## src/rtl/mfunc_reg_pkg.sv

```systemverilog
`default_nettype none
// ============================================================================
//  Module      : mfunc_reg_pkg
//  Description : Shared offsets and helpers for the MFUNC register sub-bank.
//                Offsets are byte addresses relative to the sub-bank base.
//                  CTRL_BASE      : first RW control register (stride 4)
//                  STAT_BASE      : first RO status register  (stride 4)
//                  EVT_STICKY_OFS : sticky event register (RO / W1C)
//                  EVT_EN_OFS     : event interrupt enable register (RW)
//                  EVT_RAW_OFS    : synchronised event levels (RO)
//  Revision    : 1.0  initial release
// ============================================================================
package mfunc_reg_pkg;

    localparam int unsigned CTRL_BASE      = 32'h000;
    localparam int unsigned STAT_BASE      = 32'h020;
    localparam int unsigned EVT_STICKY_OFS = 32'h040;
    localparam int unsigned EVT_EN_OFS     = 32'h044;
    localparam int unsigned EVT_RAW_OFS    = 32'h048;

    // One byte lane of a byte-enabled write: take the new byte when enabled.
    function automatic logic [7:0] be_merge(input logic [7:0] old_v,
                                            input logic [7:0] new_v,
                                            input logic       be);
        return be ? new_v : old_v;
    endfunction

endpackage
`default_nettype wire

```

## src/rtl/mfunc_evt_sync.sv

```systemverilog
`default_nettype none
// ============================================================================
//  Module      : mfunc_evt_sync
//  Description : Multi-flop synchroniser for asynchronous event levels with a
//                rising-edge pulse output.
//  Ports       : clk, rst_n (async, active-low)
//                evt_in   [NUM_EVT] asynchronous event levels
//                evt_lvl  [NUM_EVT] synchronised levels
//                evt_rise [NUM_EVT] one-cycle pulse on a synchronised rise
//  Revision    : 1.0  initial release
// ============================================================================
module mfunc_evt_sync #(
    parameter int NUM_EVT  = 8,
    parameter int SYNC_STG = 2
) (
    input  logic               clk,
    input  logic               rst_n,
    input  logic [NUM_EVT-1:0] evt_in,
    output logic [NUM_EVT-1:0] evt_lvl,
    output logic [NUM_EVT-1:0] evt_rise
);

    logic [NUM_EVT-1:0] r_sync [SYNC_STG];
    logic [NUM_EVT-1:0] r_prev;
    // Shifts in ones after reset; the top bit means r_prev holds a real
    // sample, so a level already high at reset release is not seen as a rise.
    logic [SYNC_STG:0]  r_fill;

    always_ff @(posedge clk or negedge rst_n) begin
        if (!rst_n) begin
            for (int s = 0; s < SYNC_STG; s++) begin
                r_sync[s] <= '0;
            end
            r_prev <= '0;
            r_fill <= '0;
        end else begin
            r_sync[0] <= evt_in;
            for (int s = 1; s < SYNC_STG; s++) begin
                r_sync[s] <= r_sync[s-1];
            end
            r_prev <= r_sync[SYNC_STG-1];
            r_fill <= {r_fill[SYNC_STG-1:0], 1'b1};
        end
    end

    assign evt_lvl  = r_sync[SYNC_STG-1];
    assign evt_rise = r_fill[SYNC_STG] ? (evt_lvl & ~r_prev) : '0;

endmodule
`default_nettype wire

```

## src/rtl/mfunc_reg_bank.sv

```systemverilog
`default_nettype none
// ============================================================================
//  Module      : mfunc_reg_bank
//  Description : Parametrised MFUNC register sub-bank: NUM_CTRL RW control
//                registers, NUM_STAT RO status captures, sticky event
//                register (W1C) with enable and level interrupt.
//  Ports       : clk, rst_n (async, active-low)
//                wr_en, wr_be, addr, wr_data   write port (addr shared)
//                rd_en -> rd_data, rd_valid, rd_err one cycle later
//                wr_err   pulse for writes to unmapped / read-only offsets
//                ctrl_out control register contents, ctrl i at [i*DW +: DW]
//                stat_in  status inputs (clk domain), evt_in async events
//                irq      registered |(sticky & enable)
//  Revision    : 1.0  initial release
// ============================================================================
module mfunc_reg_bank
    import mfunc_reg_pkg::*;
#(
    parameter int                       DW       = 32,
    parameter int                       AW       = 12,
    parameter int                       NUM_CTRL = 4,
    parameter int                       NUM_STAT = 2,
    parameter int                       NUM_EVT  = 8,
    parameter int                       SYNC_STG = 2,
    parameter logic [NUM_CTRL*DW-1:0]   CTRL_RST = '0
) (
    input  logic                     clk,
    input  logic                     rst_n,
    input  logic                     wr_en,
    input  logic [DW/8-1:0]          wr_be,
    input  logic [AW-1:0]            addr,
    input  logic [DW-1:0]            wr_data,
    input  logic                     rd_en,
    output logic [DW-1:0]            rd_data,
    output logic                     rd_valid,
    output logic                     rd_err,
    output logic                     wr_err,
    output logic [NUM_CTRL*DW-1:0]   ctrl_out,
    input  logic [NUM_STAT*DW-1:0]   stat_in,
    input  logic [NUM_EVT-1:0]       evt_in,
    output logic                     irq
);

    // ------------------------------------------------------------------ decode
    logic [AW-1:0]       w_ofs;
    logic [NUM_CTRL-1:0] w_ctrl_hit;
    logic [NUM_STAT-1:0] w_stat_hit;
    logic                w_sticky_hit;
    logic                w_en_hit;
    logic                w_raw_hit;
    logic                w_wr_ok;

    // Word-aligned offset; the low two address bits are don't-care.
    assign w_ofs = addr & ~AW'(3);

    always_comb begin
        for (int i = 0; i < NUM_CTRL; i++) begin
            w_ctrl_hit[i] = (w_ofs == AW'(CTRL_BASE + 4 * i));
        end
        for (int j = 0; j < NUM_STAT; j++) begin
            w_stat_hit[j] = (w_ofs == AW'(STAT_BASE + 4 * j));
        end
    end

    assign w_sticky_hit = (w_ofs == AW'(EVT_STICKY_OFS));
    assign w_en_hit     = (w_ofs == AW'(EVT_EN_OFS));
    assign w_raw_hit    = (w_ofs == AW'(EVT_RAW_OFS));
    // A write with no byte enables is a no-op and never an error.
    assign w_wr_ok      = wr_en && (wr_be != '0);

    // --------------------------------------------------------- control regs
    logic [DW-1:0] w_ctrl_vec [NUM_CTRL];

    for (genvar gi = 0; gi < NUM_CTRL; gi++) begin : g_ctrl
        logic [DW-1:0] r_ctrl;
        always_ff @(posedge clk or negedge rst_n) begin
            if (!rst_n) begin
                r_ctrl <= CTRL_RST[gi*DW +: DW];
            end else if (w_wr_ok && w_ctrl_hit[gi]) begin
                for (int k = 0; k < DW/8; k++) begin
                    r_ctrl[k*8 +: 8] <= be_merge(r_ctrl[k*8 +: 8], wr_data[k*8 +: 8], wr_be[k]);
                end
            end
        end
        assign w_ctrl_vec[gi]          = r_ctrl;
        assign ctrl_out[gi*DW +: DW]   = r_ctrl;
    end

    // ---------------------------------------------------------- status regs
    logic [DW-1:0] w_stat_vec [NUM_STAT];

    for (genvar gj = 0; gj < NUM_STAT; gj++) begin : g_stat
        logic [DW-1:0] r_stat;
        always_ff @(posedge clk or negedge rst_n) begin
            if (!rst_n) begin
                r_stat <= '0;
            end else begin
                r_stat <= stat_in[gj*DW +: DW];
            end
        end
        assign w_stat_vec[gj] = r_stat;
    end

    // --------------------------------------------------------------- events
    logic [NUM_EVT-1:0] w_evt_lvl;
    logic [NUM_EVT-1:0] w_evt_rise;
    logic [NUM_EVT-1:0] w_clr;
    logic [NUM_EVT-1:0] w_en_nxt;
    logic [NUM_EVT-1:0] r_sticky;
    logic [NUM_EVT-1:0] r_en;
    logic               r_irq;

    mfunc_evt_sync #(
        .NUM_EVT  (NUM_EVT),
        .SYNC_STG (SYNC_STG)
    ) u_evt_sync (
        .clk      (clk),
        .rst_n    (rst_n),
        .evt_in   (evt_in),
        .evt_lvl  (w_evt_lvl),
        .evt_rise (w_evt_rise)
    );

    // Bit b lives in byte lane b/8; bits at or above NUM_EVT do not exist.
    always_comb begin
        for (int b = 0; b < NUM_EVT; b++) begin
            w_clr[b]    = w_wr_ok && w_sticky_hit && wr_be[b/8] && wr_data[b];
            w_en_nxt[b] = (w_wr_ok && w_en_hit && wr_be[b/8]) ? wr_data[b] : r_en[b];
        end
    end

    always_ff @(posedge clk or negedge rst_n) begin
        if (!rst_n) begin
            r_sticky <= '0;
            r_en     <= '0;
            r_irq    <= 1'b0;
        end else begin
            // OR-ing the rise after the clear makes a same-cycle set win.
            r_sticky <= (r_sticky & ~w_clr) | w_evt_rise;
            r_en     <= w_en_nxt;
            r_irq    <= |(r_sticky & r_en);
        end
    end

    assign irq = r_irq;

    // ------------------------------------------------------------ read path
    logic [DW-1:0] w_rd_val;
    logic          w_rd_hit;
    logic [DW-1:0] r_rd_data;
    logic          r_rd_valid;
    logic          r_rd_err;
    logic          r_wr_err;

    always_comb begin
        w_rd_val = '0;
        w_rd_hit = 1'b0;
        for (int i = 0; i < NUM_CTRL; i++) begin
            if (w_ctrl_hit[i]) begin
                w_rd_val = w_ctrl_vec[i];
                w_rd_hit = 1'b1;
            end
        end
        for (int j = 0; j < NUM_STAT; j++) begin
            if (w_stat_hit[j]) begin
                w_rd_val = w_stat_vec[j];
                w_rd_hit = 1'b1;
            end
        end
        if (w_sticky_hit) begin
            w_rd_val[NUM_EVT-1:0] = r_sticky;
            w_rd_hit              = 1'b1;
        end
        if (w_en_hit) begin
            w_rd_val[NUM_EVT-1:0] = r_en;
            w_rd_hit              = 1'b1;
        end
        if (w_raw_hit) begin
            w_rd_val[NUM_EVT-1:0] = w_evt_lvl;
            w_rd_hit              = 1'b1;
        end
    end

    // Read data is sampled from current state, so a same-cycle write to the
    // same address returns the pre-write value.
    always_ff @(posedge clk or negedge rst_n) begin
        if (!rst_n) begin
            r_rd_data  <= '0;
            r_rd_valid <= 1'b0;
            r_rd_err   <= 1'b0;
            r_wr_err   <= 1'b0;
        end else begin
            r_rd_valid <= rd_en;
            r_rd_err   <= rd_en && !w_rd_hit;
            if (rd_en) begin
                r_rd_data <= w_rd_val;
            end
            r_wr_err   <= w_wr_ok && !((|w_ctrl_hit) || w_sticky_hit || w_en_hit);
        end
    end

    assign rd_data  = r_rd_data;
    assign rd_valid = r_rd_valid;
    assign rd_err   = r_rd_err;
    assign wr_err   = r_wr_err;

endmodule
`default_nettype wire

```

## config.mk

```make
export PLATFORM = sky130hd
export DESIGN_NAME = mfunc_reg_bank
export DESIGN_NICKNAME = d
export VERILOG_FILES = /design/src/rtl/mfunc_reg_pkg.sv /design/src/rtl/mfunc_evt_sync.sv /design/src/rtl/mfunc_reg_bank.sv
export SDC_FILE = /design/constraint.sdc
export NUM_CORES = 1
export LEC_CHECK = 0
export ABC_AREA = 1
export CORE_MARGIN = 1
export CORE_UTILIZATION = 35
export CTS_BUF_LIST = sky130_fd_sc_hd__clkbuf_8
export CTS_CLUSTER_SIZE = 16
export DETAILED_ROUTE_END_ITERATION = 8
export HOLD_SLACK_MARGIN = 0.03
export PLACE_DENSITY = 0.73
export SLEW_MARGIN = 20
export SYNTH_ARGS = -nofsm -noshare
export SYNTH_HDL_FRONTEND = slang
export SYNTH_SLANG_ARGS = --single-unit
```

## constraint.sdc

```tcl
create_clock -name clk -period 2.99 [get_ports clk]
set_clock_uncertainty 0.15 [all_clocks]
set_input_delay 0.897 -clock clk [delete_from_list [all_inputs] [get_ports clk]]
set_output_delay 0.897 -clock clk [all_outputs]
set_load 0.005 [all_outputs]
```

======== After elaboration in Yosys (flattened, before gate mapping) ========
Cells that the tools add are included.
word-level totals
  flip-flop bits (word level) ............. 271
  bits in latches ......................... 0
  memory bits (writable) .................. 0
  ROM bits ................................ 0
  output and inout port bits .............. 164
  logic and storage cells ................. 105
  memories kept ........................... 0
operators by class
  $add $sub $neg .......................... 0
  multiply operators ...................... 0
  div/mod/pow operators ................... 0
  $lt $le $gt $ge ......................... 0
  equality and inequality tests ........... 8
  shift operators ......................... 0
  multiplexer cells ....................... 19
  bitwise gates (word level) .............. 6
  reduce and logical (&&, ||, !) cells .... 43
operator list
  operator                                                                count
  32-bit 2-to-1 mux                                                       6
  8-bit 2-to-1 mux                                                        4
  2-bit AND reduction                                                     16
  10-bit by 5-bit equality test with 1-bit output, second input constant  3
  8-bit AND                                                               3
  10-bit by 2-bit equality test with 1-bit output, second input constant  2
  10-bit by 4-bit equality test with 1-bit output, second input constant  2
  1-bit logical AND                                                       19
  8-bit NOT                                                               2
  12-bit logical NOT                                                      1
  10-bit by 1-bit equality test with 1-bit output, second input constant  1
  1-bit 2-to-1 mux                                                        9
  8-bit OR                                                                1
  8-bit OR reduction                                                      1
  4-bit nonzero test                                                      1
  4-bit OR reduction                                                      1
  1-bit logical NOT                                                       2
  1-bit logical OR                                                        2

======== Logic depth before layout (Yosys ltp) ========
  depth in word-level cells ............... 12
  depth in mapped cells ................... 14

======== Modules after synthesis ========
A second synthesis with hierarchy kept.
unflattened totals
  cells, all modules ...................... 1198
  area total of the unflattened synthesis .. 11064.4 µm²
by module, submodules not included
  module          instances  cells an instance  area an instance (µm²)  sequential area each (µm²)
  mfunc_reg_bank  1          1145               10259.8                 6105.9
  mfunc_evt_sync  1          53                 804.5                   675.6

======== Worst setup path after synthesis ========
Ideal clock, no wire load.
  path kind ............................... input-to-reg
  start point ............................. input port addr[9]
  end point ............................... register r_sticky[3]
  library setup time ...................... 0.128 ns
  arrival ................................. 2.116 ns
  data required time ...................... 2.712 ns
  setup slack ............................. 0.595 ns
  stages on the path ...................... 9
  cell sequence ........................... nor2_2 > inv_1 > nor3_4 > nand2_2 > buf_2 > inv_1 > nand2_2 > o21ai_0 > o31ai_1
between the ends
  longest elaborated chain between the ends .. 7
RTL lines
  item                                             line                   source
  from (decl)                                      mfunc_reg_bank.sv:31   input logic [AW-1:0] addr,
  10-bit by 5-bit equality test with 1-bit output  mfunc_reg_bank.sv:65   assign w_sticky_hit = (w_ofs == AW'(EVT_STICKY_OFS));
  1-bit logical AND (3 in series)                  mfunc_reg_bank.sv:127  w_clr[b] = w_wr_ok && w_sticky_hit && wr_be[b/8] && wr_data[b];
  8-bit NOT                                        mfunc_reg_bank.sv:139  r_sticky <= (r_sticky & ~w_clr) | w_evt_rise;
  8-bit AND                                        mfunc_reg_bank.sv:139
  8-bit OR                                         mfunc_reg_bank.sv:139
  to (signal assigned)                             mfunc_reg_bank.sv:139
  to (decl)                                        mfunc_reg_bank.sv:109  logic [NUM_EVT-1:0] r_sticky;
No other way between the ends.
A chain may end at the register's enable or synchronous reset.

======== Final worst setup path ========
  start point ............................. register g_ctrl[3].r_ctrl[4]
  end point ............................... output port ctrl_out[100]
RTL lines
  item                               line                  source
  from (decl)                        mfunc_reg_bank.sv:75  logic [DW-1:0] r_ctrl;
  from (signal assigned)             mfunc_reg_bank.sv:78  r_ctrl <= CTRL_RST[gi*DW +: DW];
  from (signal, indexed assignment)  mfunc_reg_bank.sv:81  r_ctrl[k*8 +: 8] <= be_merge(r_ctrl[k*8 +: 8], wr_data[k*8 +: 8], wr_be[k]);
  to (decl)                          mfunc_reg_bank.sv:38  output logic [NUM_CTRL*DW-1:0] ctrl_out,
No word-level cell between the ends.

==> impl_metrics.env <==
export IMPL_arrival_ns=1.54
export IMPL_drive_gt1_share_pct=13.3
export IMPL_area_delta_synth_final_pct=43.8
export IMPL_hold_class="input pin to async pin"
export IMPL_yosysTopAreaCellShare_pct=62.0
export IMPL_root_buffer="clkbuf_8"
export IMPL_met1_length_mm=14.6
export IMPL_cap_violations=0
export IMPL_ys_types=40
export IMPL_path_buf_inv=1
export IMPL_yosys_register_bits=271
export IMPL_tns_ns=0
export IMPL_rows=64
export IMPL_startpoint_type="flop"
export IMPL_cts_setup_buffers=0
export IMPL_cp_slowest_cell="clkdlybuf4s50_1"
export IMPL_power_density_nw_per_um2=479
export IMPL_first_global_vias=9170
export IMPL_portBuffers=285
export IMPL_clock_power_share_pct=42.9
export IMPL_yosys_area_top_type="dfrtp_1"
export IMPL_gp_congestion=0.846
export IMPL_wl_met2_mm=16.2
export IMPL_fin_crit_sh_pct=86.4
export IMPL_cts_hold_buf=0
export IMPL_die_area_um2=32000
export IMPL_ant_nets=0
export IMPL_fp_dieH_um=179
export IMPL_max_freq_ghz=0.387
export IMPL_drc_errors=0
export IMPL_synthCells=1142
export IMPL_h_tree_depth=2
export IMPL_path_cells="clkdlybuf4s50_1"
export IMPL_first_iter_violations=617
export IMPL_antenna_found_initial=2
export IMPL_ctsResizeCount=0
export IMPL_synth_edff_count=0
export IMPL_hold_viol_final=0
export IMPL_synth_ff_type="dfrtp_1"
export IMPL_rsz0062_at_grt="false"
export IMPL_p_switching_uw=1800
export IMPL_initial_core_util_pct=35.7
export IMPL_yosysWarnings=0
export IMPL_num_vias=9346
export IMPL_p_seq_share_pct=50.5
export IMPL_min_period_ns=2.58
export IMPL_layout_cells_non_filler=1939
export IMPL_cts_num_sinks=271
export IMPL_syn_avg_cell_area_um2=9.58
export IMPL_setup_violations=0
export IMPL_grt_max_degree=80
export IMPL_max_stage_delay_ns=0.56
export IMPL_finalWorstSetupSlack_ns=0.406
export IMPL_cts_tree="done"
export IMPL_reg2reg_setup_slack_ns=1.61
export IMPL_insertion_delay_ns=0.56
export IMPL_whs_ns=0.181
export IMPL_die_w_um=179
export IMPL_crit_family="buffers and inverters"
export IMPL_synth_nets=1266
export IMPL_core_um2=30700
export IMPL_p_int_uw=5740
export IMPL_grt_pass1_wl_mm=52.1
export IMPL_end_kind="primary output"
export IMPL_worstSetupPathType="flop to primary output"
export IMPL_hpwlAfterDp_mm=25.3
export IMPL_detail_route_first_pass_iterations=5
export IMPL_nets=1632
export IMPL_cp_required_ns=1.94
export IMPL_report_final_slew_viol_count=0
export IMPL_synth_top_cells_by_count="nand2_1, dfrtp_1, o21ai_0"
export IMPL_syn_area_um2=10900
export IMPL_pwr_share_comb_pct=6.6
export IMPL_relSlewSlack_pct=55.1
export IMPL_vias_per_cell=4.82
export IMPL_swShare_pct=23.9
export IMPL_grt_util_all_layers_pct=21.6
export IMPL_synth_most_common_cell="nand2_1"
export IMPL_wl_mm=34.5
export IMPL_wl_met3_mm=2.38
export IMPL_worst_pin_slew_ns=0.674
export IMPL_numCtsBuffers=46
export IMPL_seq_area_frac_synth_pct=62.0
export IMPL_place_ws_ns=-0.0956
export IMPL_grt_overflow_total=0
export IMPL_leakage_uw=0.00725
export IMPL_top_layer_used="met5"
export IMPL_yosys_top_cells_area="dfrtp_1, nand2_1, o21ai_0"
export IMPL_vdd_ir_drop_max_mv=0.461
export IMPL_path_max_fanout=3
export IMPL_routedWlPerCell_um=17.8
export IMPL_dpl_cell_count=1856
export IMPL_io_pins=288
export IMPL_path_clk_slew_ns=0.06
export IMPL_async_reset_ff_share_pct=100
export IMPL_status="finished clean"
export IMPL_clk_path_buf_depth=3
-- cell families after synthesis --
logic type | after synthesis | synth area share (%)
flip-flops | 271 | 62.0
AND/OR/NAND/NOR | 548 | 22.1
other | 1 | 0.0343
buffers and inverters | 117 | 5.12
AO/OA/AOI/OAI | 205 | 10.7
-- placed cells by master (no fill, tap or decap), types with 4 or more instances in the layout --
cell type          n
nand3_2            6
clkinv_2           6
nand2_1          401
nor3_4             4
buf_4             54
clkbuf_8          57
clkdlybuf4s50_1  283
dfrtp_1          271
nor2_4             5
nand2_4            8
inv_1             85
nand3_1           40
nand4_1           17
o21ai_0          124
nor3_1             5
inv_2              4
nor2_1            43
or2_0              4
o21ai_1           10
o21ai_2           24
buf_12            20
a21oi_1           29
a41oi_1           11
-- power groups by stage --
stage                     clock, µW  sequential (µW)  combinational, µW
after floorplan                   0             3860                108
after global placement            0             3870                493
after detailed placement          0             3870                503
after CTS                      3320             3810                505
after global routing           3490             3810                543
final                          3230             3810                496
-- area by class of cell --
type / instances / area, µm²
clock inverter: 24 / 113
fill: 2794 / 14900
tap: 396 / 495
sequential: 271 / 6780
multi-input combinational: 754 / 3610
clock buffer: 57 / 785
timing repair buffer: 359 / 3660
inverter: 76 / 288
antenna: 2 / 5.00
-- routing by layer --
layer	vias up	global-route usage (%)
li1	4442	-
met1	4470	28.3
met2	359	34.6
met3	73	4.56
met4	2	8.55
met5	-	0
-- through the flow --
| step | power [µW] | area (µm²) | utilization, % |
|---|---|---|---|
| final | 7530 | 15700 | 51.3 |
| after global routing | 7840 | 15700 | 51.3 |
| after CTS | 7630 | 15700 | 51.3 |
| after detailed placement | 4370 | 14800 | 48.4 |
| after global placement | 4360 | 14800 | 48.4 |
| after floorplan | 3970 | 10900 | - |
-- final timing paths --
| kind | from | cells after the start | to |
|---|---|---|---|
| setup / recovery | g_ctrl[3].r_ctrl[4] | 1 | ctrl_out[100] |
| hold / removal | rst_n | 1 | u_evt_sync.r_sync[8] |
| setup reg to reg | u_evt_sync.evt_lvl[7] | 5 | rd_data[7] |
| hold reg to reg | u_evt_sync.r_fill[1] | 0 | u_evt_sync.r_fill[2] |
| max in group asynchronous | rst_n | 2 | g_ctrl[0].r_ctrl[26] |
| min in group clk | u_evt_sync.r_fill[1] | 0 | u_evt_sync.r_fill[2] |
-- worst reg2reg max path, stage by stage, from the launching register on --
cell and delay [ns]:
dfrtp_1 0.41, o21ai_0 0.38, buf_4 0.18, inv_1 0.03, nand2_1 0.06, nand2_1 0.04
-- state kept, by name, summed over array words and instances (netlist names) --
| register | count |
|---|---|
| rd_err | 1 |
| u_evt_sync.evt_lvl | 8 |
| u_evt_sync.r_fill | 3 |
| rd_data | 32 |
| r_sticky | 8 |
| u_evt_sync.r_sync | 8 |
| u_evt_sync.r_prev | 8 |
| rd_valid | 1 |
| irq | 1 |
| g_ctrl.r_ctrl | 128 |
| r_en | 8 |
| g_stat.r_stat | 64 |
| wr_err | 1 |
No activity file was read; power rests on OpenSTA's default activity.
